<file path="config.mk">
export PLATFORM = sky130hd
export DESIGN_NAME = vote_display_driver
export DESIGN_NICKNAME = d
export VERILOG_FILES = /design/src/rtl/vote_display_driver.sv
export SDC_FILE = /design/constraint.sdc
export NUM_CORES = 1
export LEC_CHECK = 0
export ABC_CLOCK_PERIOD_IN_PS = 1950
export BUFFER_PORTS_ARGS = -buffer_cell sky130_fd_sc_hd__buf_4
export CORE_ASPECT_RATIO = 0.9
export CORE_MARGIN = 3
export CORE_UTILIZATION = 53
export CTS_CLUSTER_SIZE = 20
export DETAILED_ROUTE_END_ITERATION = 6
export GPL_TIMING_DRIVEN = 0
export HOLD_SLACK_MARGIN = 0.12
export MAX_ROUTING_LAYER = met4
export PLACE_DENSITY = 0.73
export SLEW_MARGIN = 40
export SYNTH_ARGS = -nofsm -noshare
export SYNTH_HDL_FRONTEND = slang
export SYNTH_SLANG_ARGS = --single-unit
</file>
<file path="constraint.sdc">
create_clock -name clk -period 1.95 [get_ports clk]
set_input_delay 0.2925 -clock clk [delete_from_list [all_inputs] [get_ports clk]]
set_output_delay 0.2925 -clock clk [all_outputs]
set_load 0.005 [all_outputs]
</file>
<file path="src/rtl/vote_display_driver.sv">
// vote_display_driver
// Front-panel output stage. Takes a 14-bit binary tally on a one-cycle load
// strobe, converts it to four BCD digits with a sequential shift-add-3
// (double dabble) engine, and scans the result onto a 4-digit multiplexed
// common-anode seven-segment display.
//
// Ports:
//   clk        system clock, everything on posedge
//   rst_n      synchronous active-low reset
//   value[13:0] binary value, sampled when a load is accepted
//   load       one-cycle load strobe
//   busy       high while a conversion is in flight
//   done       one-cycle pulse after new digits are committed
//   an[3:0]    digit enables, active-low, an[0] = units
//   seg[6:0]   segments {g,f,e,d,c,b,a}, active-low
//   dp         decimal point, active-low, always off
//   dbg_state  current FSM state (IDLE=0, CONV=1, COMMIT=2)
//
// Handshake: a load is accepted on any posedge where load==1 and busy==0;
// while busy==1 load is ignored entirely (no queuing, value not sampled).
module vote_display_driver #(
  parameter int REFRESH_BITS = 16,
  parameter bit BLANK_LZ     = 1'b1
) (
  input  logic        clk,
  input  logic        rst_n,
  input  logic [13:0] value,
  input  logic        load,
  output logic        busy,
  output logic        done,
  output logic [3:0]  an,
  output logic [6:0]  seg,
  output logic        dp,
  output logic [1:0]  dbg_state
);

  localparam logic [1:0] S_IDLE   = 2'd0;
  localparam logic [1:0] S_CONV   = 2'd1;
  localparam logic [1:0] S_COMMIT = 2'd2;

  localparam logic [REFRESH_BITS-1:0] SCAN_ONE = {{(REFRESH_BITS-1){1'b0}}, 1'b1};

  logic [1:0]              state_q,  state_d;
  logic [13:0]             bin_q,    bin_d;
  logic [15:0]             bcd_q,    bcd_d;
  logic [3:0]              shcnt_q,  shcnt_d;
  logic                    ovfp_q,   ovfp_d;    // overflow of the value being converted
  logic [15:0]             digits_q, digits_d;  // committed display digits
  logic                    ovf_q,    ovf_d;     // overflow of the committed value
  logic                    done_q,   done_d;
  logic [REFRESH_BITS-1:0] scan_q,   scan_d;

  // One double-dabble step: correct every nibble >=5, then shift {bcd,bin}.
  logic [15:0] bcd_adj;
  logic [29:0] shifted;

  always_comb begin
    for (int i = 0; i < 4; i++) begin
      if (bcd_q[4*i +: 4] >= 4'd5) bcd_adj[4*i +: 4] = bcd_q[4*i +: 4] + 4'd3;
      else                         bcd_adj[4*i +: 4] = bcd_q[4*i +: 4];
    end
    shifted = {bcd_adj[14:0], bin_q, 1'b0};
  end

  always_comb begin
    state_d  = state_q;
    bin_d    = bin_q;
    bcd_d    = bcd_q;
    shcnt_d  = shcnt_q;
    ovfp_d   = ovfp_q;
    digits_d = digits_q;
    ovf_d    = ovf_q;
    done_d   = 1'b0;
    scan_d   = scan_q + SCAN_ONE;
    case (state_q)
      S_IDLE: begin
        if (load) begin
          bin_d   = value;
          bcd_d   = 16'd0;
          shcnt_d = 4'd0;
          ovfp_d  = (value > 14'd9999);
          state_d = S_CONV;
        end
      end
      S_CONV: begin
        bcd_d   = shifted[29:14];
        bin_d   = shifted[13:0];
        shcnt_d = shcnt_q + 4'd1;
        if (shcnt_q == 4'd13) state_d = S_COMMIT;
      end
      S_COMMIT: begin
        digits_d = bcd_q;
        ovf_d    = ovfp_q;
        done_d   = 1'b1;
        state_d  = S_IDLE;
      end
      default: state_d = S_IDLE;
    endcase
  end

  always_ff @(posedge clk) begin
    if (!rst_n) begin
      state_q  <= S_IDLE;
      bin_q    <= 14'd0;
      bcd_q    <= 16'd0;
      shcnt_q  <= 4'd0;
      ovfp_q   <= 1'b0;
      digits_q <= 16'd0;
      ovf_q    <= 1'b0;
      done_q   <= 1'b0;
      scan_q   <= '0;
    end else begin
      state_q  <= state_d;
      bin_q    <= bin_d;
      bcd_q    <= bcd_d;
      shcnt_q  <= shcnt_d;
      ovfp_q   <= ovfp_d;
      digits_q <= digits_d;
      ovf_q    <= ovf_d;
      done_q   <= done_d;
      scan_q   <= scan_d;
    end
  end

  // Display decode, purely combinational from registered state.
  logic [1:0] sel;
  logic [3:0] digit;
  logic [3:0] lz;        // lz[k]: digit k and everything above it are zero
  logic [6:0] seg_dec;

  always_comb begin
    sel   = scan_q[REFRESH_BITS-1 -: 2];
    digit = digits_q[{sel, 2'b00} +: 4];
    lz[3] = (digits_q[15:12] == 4'd0);
    lz[2] = lz[3] && (digits_q[11:8] == 4'd0);
    lz[1] = lz[2] && (digits_q[7:4] == 4'd0);
    lz[0] = 1'b0;      // units digit is always shown
    case (digit)
      4'd0:    seg_dec = 7'b1000000;
      4'd1:    seg_dec = 7'b1111001;
      4'd2:    seg_dec = 7'b0100100;
      4'd3:    seg_dec = 7'b0110000;
      4'd4:    seg_dec = 7'b0011001;
      4'd5:    seg_dec = 7'b0010010;
      4'd6:    seg_dec = 7'b0000010;
      4'd7:    seg_dec = 7'b1111000;
      4'd8:    seg_dec = 7'b0000000;
      4'd9:    seg_dec = 7'b0010000;
      default: seg_dec = 7'b1111111;
    endcase
    an = ~(4'b0001 << sel);
    if (ovf_q)                    seg = 7'b0111111;
    else if (BLANK_LZ && lz[sel]) seg = 7'b1111111;
    else                          seg = seg_dec;
  end

  assign busy      = (state_q != S_IDLE);
  assign done      = done_q;
  assign dp        = 1'b1;
  assign dbg_state = state_q;

endmodule

</file>
== Word level (Yosys, flattened, before mapping) ==
Memory sizes are Yosys's and may differ from the RTL's.
Cells that the tools add are included.
Word-level totals
  flip-flop bits (word level): 71
  ROM bits: 112
  input bits: 17
  memories: 1
Memory list
  (name not given): depth 16, bits a word 7, read ports 1, clocked after memory_dff 0, wr ports 0, line 138  | case (digit)
Cells by class
  shift-type cells: 2
  magnitude comparators: 6
  bitwise logic cells: 1
  equal/unequal tests: 5
  multiplexer cells: 18
  add/subtract/negate cells: 6
  reduce and logical (&&, ||, !) cells: 11
Operator list (number)
  one-hot mux 16 bit (2 select lines): 1
  one-hot mux 14 bit (2 select lines): 1
  adder 16 x 1 -> 16 bit (second input constant): 1
  greater-or-equal comparator 4 x 3 -> 1 bit (second input constant): 4
  two-way mux 16 bit: 1
  two-way mux 4 bit: 4
  indexed part select 16 x 5 -> 4 bit: 1
  greater-than comparator 14 bit (second input constant): 1
  two-way mux 14 bit: 1
  two-way mux 7 bit: 2
  adder 4 x 2 -> 4 bit (second input constant): 3
  logical NOT 4 bit: 3
  one-hot mux 4 bit (2 select lines): 1
  AND reduction 2 bit: 3
  adder 4 x 1 -> 4 bit (second input constant): 1
  == test 4 bit (second input constant): 1
  two-way mux 2 bit: 2
  inequality test 2 bit (second input constant): 2
  inverter 4 bit: 1
  one-hot mux 2 bit (2 select lines): 1
  nonzero test 2 bit: 2
  left shift 1 x 2 -> 4 bit (first input constant): 1
  adder 3 x 2 -> 3 bit (second input constant): 1
  < comparator 2 x 3 -> 1 bit (second input constant): 1
  other kinds (7): 9

== Depth between registers and ports, before layout ==
  depth after elaboration: 7
  mapped depth: 8
  depth with buffers taken out: 7

== Least setup slack after synthesis ==
No wires, ideal clock.
  path type: flip-flop to output port
  start: reg scan_q[14]
  end: out seg[2]
  setup slack: -0.062 ns
  data required time: 1.657 ns
  arrival: 1.720 ns
  path buffers: 1
  stages on the path, launching flop included: 9
  cell sequence: dfxtp_1 clkbuf_8 mux4_2 inv_1 ha_1 inv_1 o21ai_0 o31ai_1 nand2_1
On the way
  word-level cells in the longest chain between the ends: 4
  elaborated cells on any way between the ends: 6
Ends and longest elaborated chain
  start, declared: line 51  | logic [REFRESH_BITS-1:0] scan_q, scan_d;
  start signal, assigned: line 121  | scan_q <= scan_d;
  indexed part select 16 x 5 -> 4 bit or binary-select mux 1 bit (select 2 bit) (tied branches): line 133, 153
  memory (16 x 7 bit) or two-way mux 1 bit (tied branches)
  two-way mux 7 bit *: line 153  | else if (BLANK_LZ && lz[sel]) seg = 7'b1111111;
  two-way mux 7 bit *: line 152  | if (ovf_q) seg = 7'b0111111;
  end, declared: line 32  | output logic [6:0] seg,
Every way passes the cells marked *; elsewhere a longest branch is shown, timed or not. The select of a mux whose other input is x is not followed.

== Worst setup path after layout ==
  start: reg scan_q[14]
  end: out seg[5]
The elaborated chain is that of the path after synthesis.

==> flow_metrics.tcl <==
set metrics [dict create \
    status "finished, violations left" \
    violations "negative setup slack" \
    synthArstFlopShare_pct 0 \
    worst-setup-path-type "flip-flop to primary output" \
    die_width_um 92.5 \
    wl_um 7790 \
    first_iter_violations 152 \
    htree_num_levels 3 \
    drive_above_1_share_pct 16.7 \
    ctsRootBufferMaster "clkbuf_8" \
    period_minus_slack_ns 2.37 \
    syn_nets 455 \
    synthesis.area_um2 3570 \
    end_kind "primary output" \
    maxCapViolCount 0 \
    maxSlewHeadroom_pct 61.8 \
    hold_viol 0 \
    grt_start_max_net_pins 14 \
    ctsHoldBuffers 0 \
    synth.area.top_cells "dfxtp_1 (40%), a21boi_0 (6.5%), nand2_1 (6.4%)" \
    nFillCells 550 \
    grt_pass1_wl_um 13400 \
    cpPeakStageDelay_ns 0.55 \
    fin_util_pct 66.4 \
    synth_top_area_share_pct 39.8 \
    antenna_left 0 \
    critical_path_arrival_ns 2.07 \
    tightest_slew_ns 0.573 \
    antenna_found_initial 0 \
    hp-class "primary input to flip-flop" \
    place.detailed.hpwl_um 5600 \
    synth-edff-count 0 \
    wl_per_cell_um 13.9 \
    worstPathMaxFanout 3 \
    clkTransAtPathRegs_ns 0.08 \
    clock-sinks 71 \
    pwr_density_cell_nw_per_um2 697 \
    yosysSeqAreaShare_pct 39.8 \
    path_delay_family "multiplexers" \
    synth_area_per_cell_um2 8.46 \
    grt_pass1_vias 2837 \
    clock_latency_ns 0.35 \
    total_leakage_power_nw 1.58 \
    die_y_um 83.9 \
    synth_ff_type "dfxtp_1" \
    fp.coreArea_um2 6320 \
    grt_overflow 0 \
    start_util_pct 56.5 \
    slew_viol_final 0 \
    first_pass_iters 4 \
    fin_worst_skew_ns 0.00863 \
    portBuffers 30 \
    cp.buffers_inverters 3 \
    synth_cell_type_count 39 \
    cts_tree "yes" \
    path_cells "buf_8 > mux4_2 > buf_4 > ha_1 > nor2_2 > o21ai_1 > buf_4" \
    ios 33 \
    cp.required_ns 1.66 \
    rsz0062_at_grt "yes" \
    ys_warn_count 0 \
    fin_setup_tns_ns -2.61 \
    fp-row-count 27 \
    fmax_mhz 423 \
    vdd_ir_drop_max_uv 573 \
    cts_buffers 9 \
    num_vias 2964 \
    design_area_um2 4190 \
    antenna_cells 0 \
    synth_seq_cells 71 \
    layout.nets 501 \
    timing.final.ws_setup_ns -0.416 \
    timing.hold.ws_ns 0.213 \
    post_dp_cell_area_um2 3910 \
    drcViolationCount 0 \
    dieArea_um2 7760 \
    path_common_cell "buf_4" \
    cts_buffer_depth 2 \
    avgViaCountPerCell 5.29 \
    synthCells 422 \
    setup_violations 7 \
    grt.total_usage_pct 21.7 \
    gp_congestion 0.827 \
    cp_slowest_cell "mux4_2" \
    min_period_over_period_pct 121 \
    yosys.area.top_type "dfxtp_1" \
    start_kind "flip-flop" \
    area_growth_pct 17.4 \
]
-- per-layer routing --
metal / up-vias / global-route usage (%) / routed length [µm]
li1: 1533 / - / -
met1: 1362 / 29.9 / 3810
met2: 62 / 32.9 / 3460
met3: 7 / 5.05 / 470
met4: 0 / 4.05 / 42
met5: - / - / 0
-- synthesized netlist by cell type (2+ instances only) --
library cell	count
o21ai_0	21
a21oi_1	7
nor2_1	25
mux4_2	4
o221ai_1	7
xnor2_1	16
nor4_1	4
nor2b_1	6
nand2_1	61
nand3_1	27
a22oi_1	6
mux2_2	4
nand2b_1	8
nor3_1	12
nand4_1	4
dfxtp_1	71
a21boi_0	31
buf_2	7
xor2_1	6
o21a_1	3
and4_1	2
inv_1	14
and2_1	27
mux2i_1	3
clkbuf_1	17
ha_1	16
-- cell usage in the layout, fill, tap and decap left out, types with 14 or more instances in the layout --
cell type | Yosys | routed
nand3_1 | 27 | 27
clkbuf_1 | 17 | 17
a21boi_0 | 31 | 31
nand2_1 | 61 | 61
xnor2_1 | 16 | 16
buf_4 | 1 | 36
and2_1 | 27 | 27
nor2_1 | 25 | 23
o21ai_0 | 21 | 19
ha_1 | 16 | 14
dfxtp_1 | 71 | 70
-- logic make-up after synthesis --
family,count (synthesis),synth area share (%)
xor+xnor,22,5.40
flops,71,39.8
fa+ha+maj,16,5.61
buf+inv,40,4.84
simple gates,180,24.4
mux,11,4.63
compound gates,81,15.3
other cells,1,0.105
-- path summary, 6_finish.rpt --
| check | slack [ns] | start | endpoint | depth (start not counted) |
|---|---|---|---|---|
| worst max-delay path | -0.42 | scan_q[14] | seg[5] | 7 |
| worst min-delay path | 0.21 | value[0] | bin_q[0] | 3 |
| worst min register to register | 0.46 | scan_q[0] | scan_q[0] | 1 |
| worst max register to register | 0.16 | bcd_q[9] | bcd_q[10] | 7 |
-- final cells by class --
cell class	count	area, µm²	area share, %
plain buffers	26	124	2.95
well taps	87	109	2.60
flip-flops and latches	71	1430	34.0
multi-input cells	311	2010	48.0
clock inverters	6	68.8	1.64
clock buffers	10	138	3.28
inverters	14	55.1	1.31
repair buffers	35	263	6.26
-- timing repair --
action,4_1_cts,5_1_grt
endpoints found under the hold margin,0,0
setup buffers,5,0
endpoints found under the setup margin,7,7
pin swaps,2,1
gates resized for setup,8,7
-- state kept, by name, summed over array words and instances, names as in the netlist --
| register | flops |
|---|---|
| ovfp_q | 1 |
| bin_q | 14 |
| digits_q | 16 |
| shcnt_q | 4 |
| dbg_state | 2 |
| scan_q | 16 |
| done | 1 |
| bcd_q | 16 |
| ovf_q | 1 |
-- power by group --
group	total [mW]	leakage (nW)	internal [mW]	switching, mW
logic	0.215	0.905	0.0855	0.130
registers	1.51	0.577	1.48	0.0240
clock network	1.20	0.103	0.632	0.566
total	2.92	1.58	2.20	0.720
-- worst register-to-register path: stages, from the launching register on --
cell,delay (ns)
dfxtp_1,0.38
inv_1,0.09
ha_1,0.17
nand2b_1,0.13
a21oi_1,0.30
mux2_2,0.38
o21ai_0,0.15
and2_1,0.15
-- per-stage QoR --
stage | setup slack [ns] | total power [mW] | cells
2_1_floorplan | 0.0158 | 1.67 | 422
3_3_place_gp | -0.213 | 1.75 | 539
3_5_place_dp | -0.257 | 1.76 | 539
4_1_cts | -0.434 | 2.94 | 560
5_1_grt | -0.472 | 3.02 | 560
6_report | -0.416 | 2.92 | 560
(Power assumes the default switching activity.)
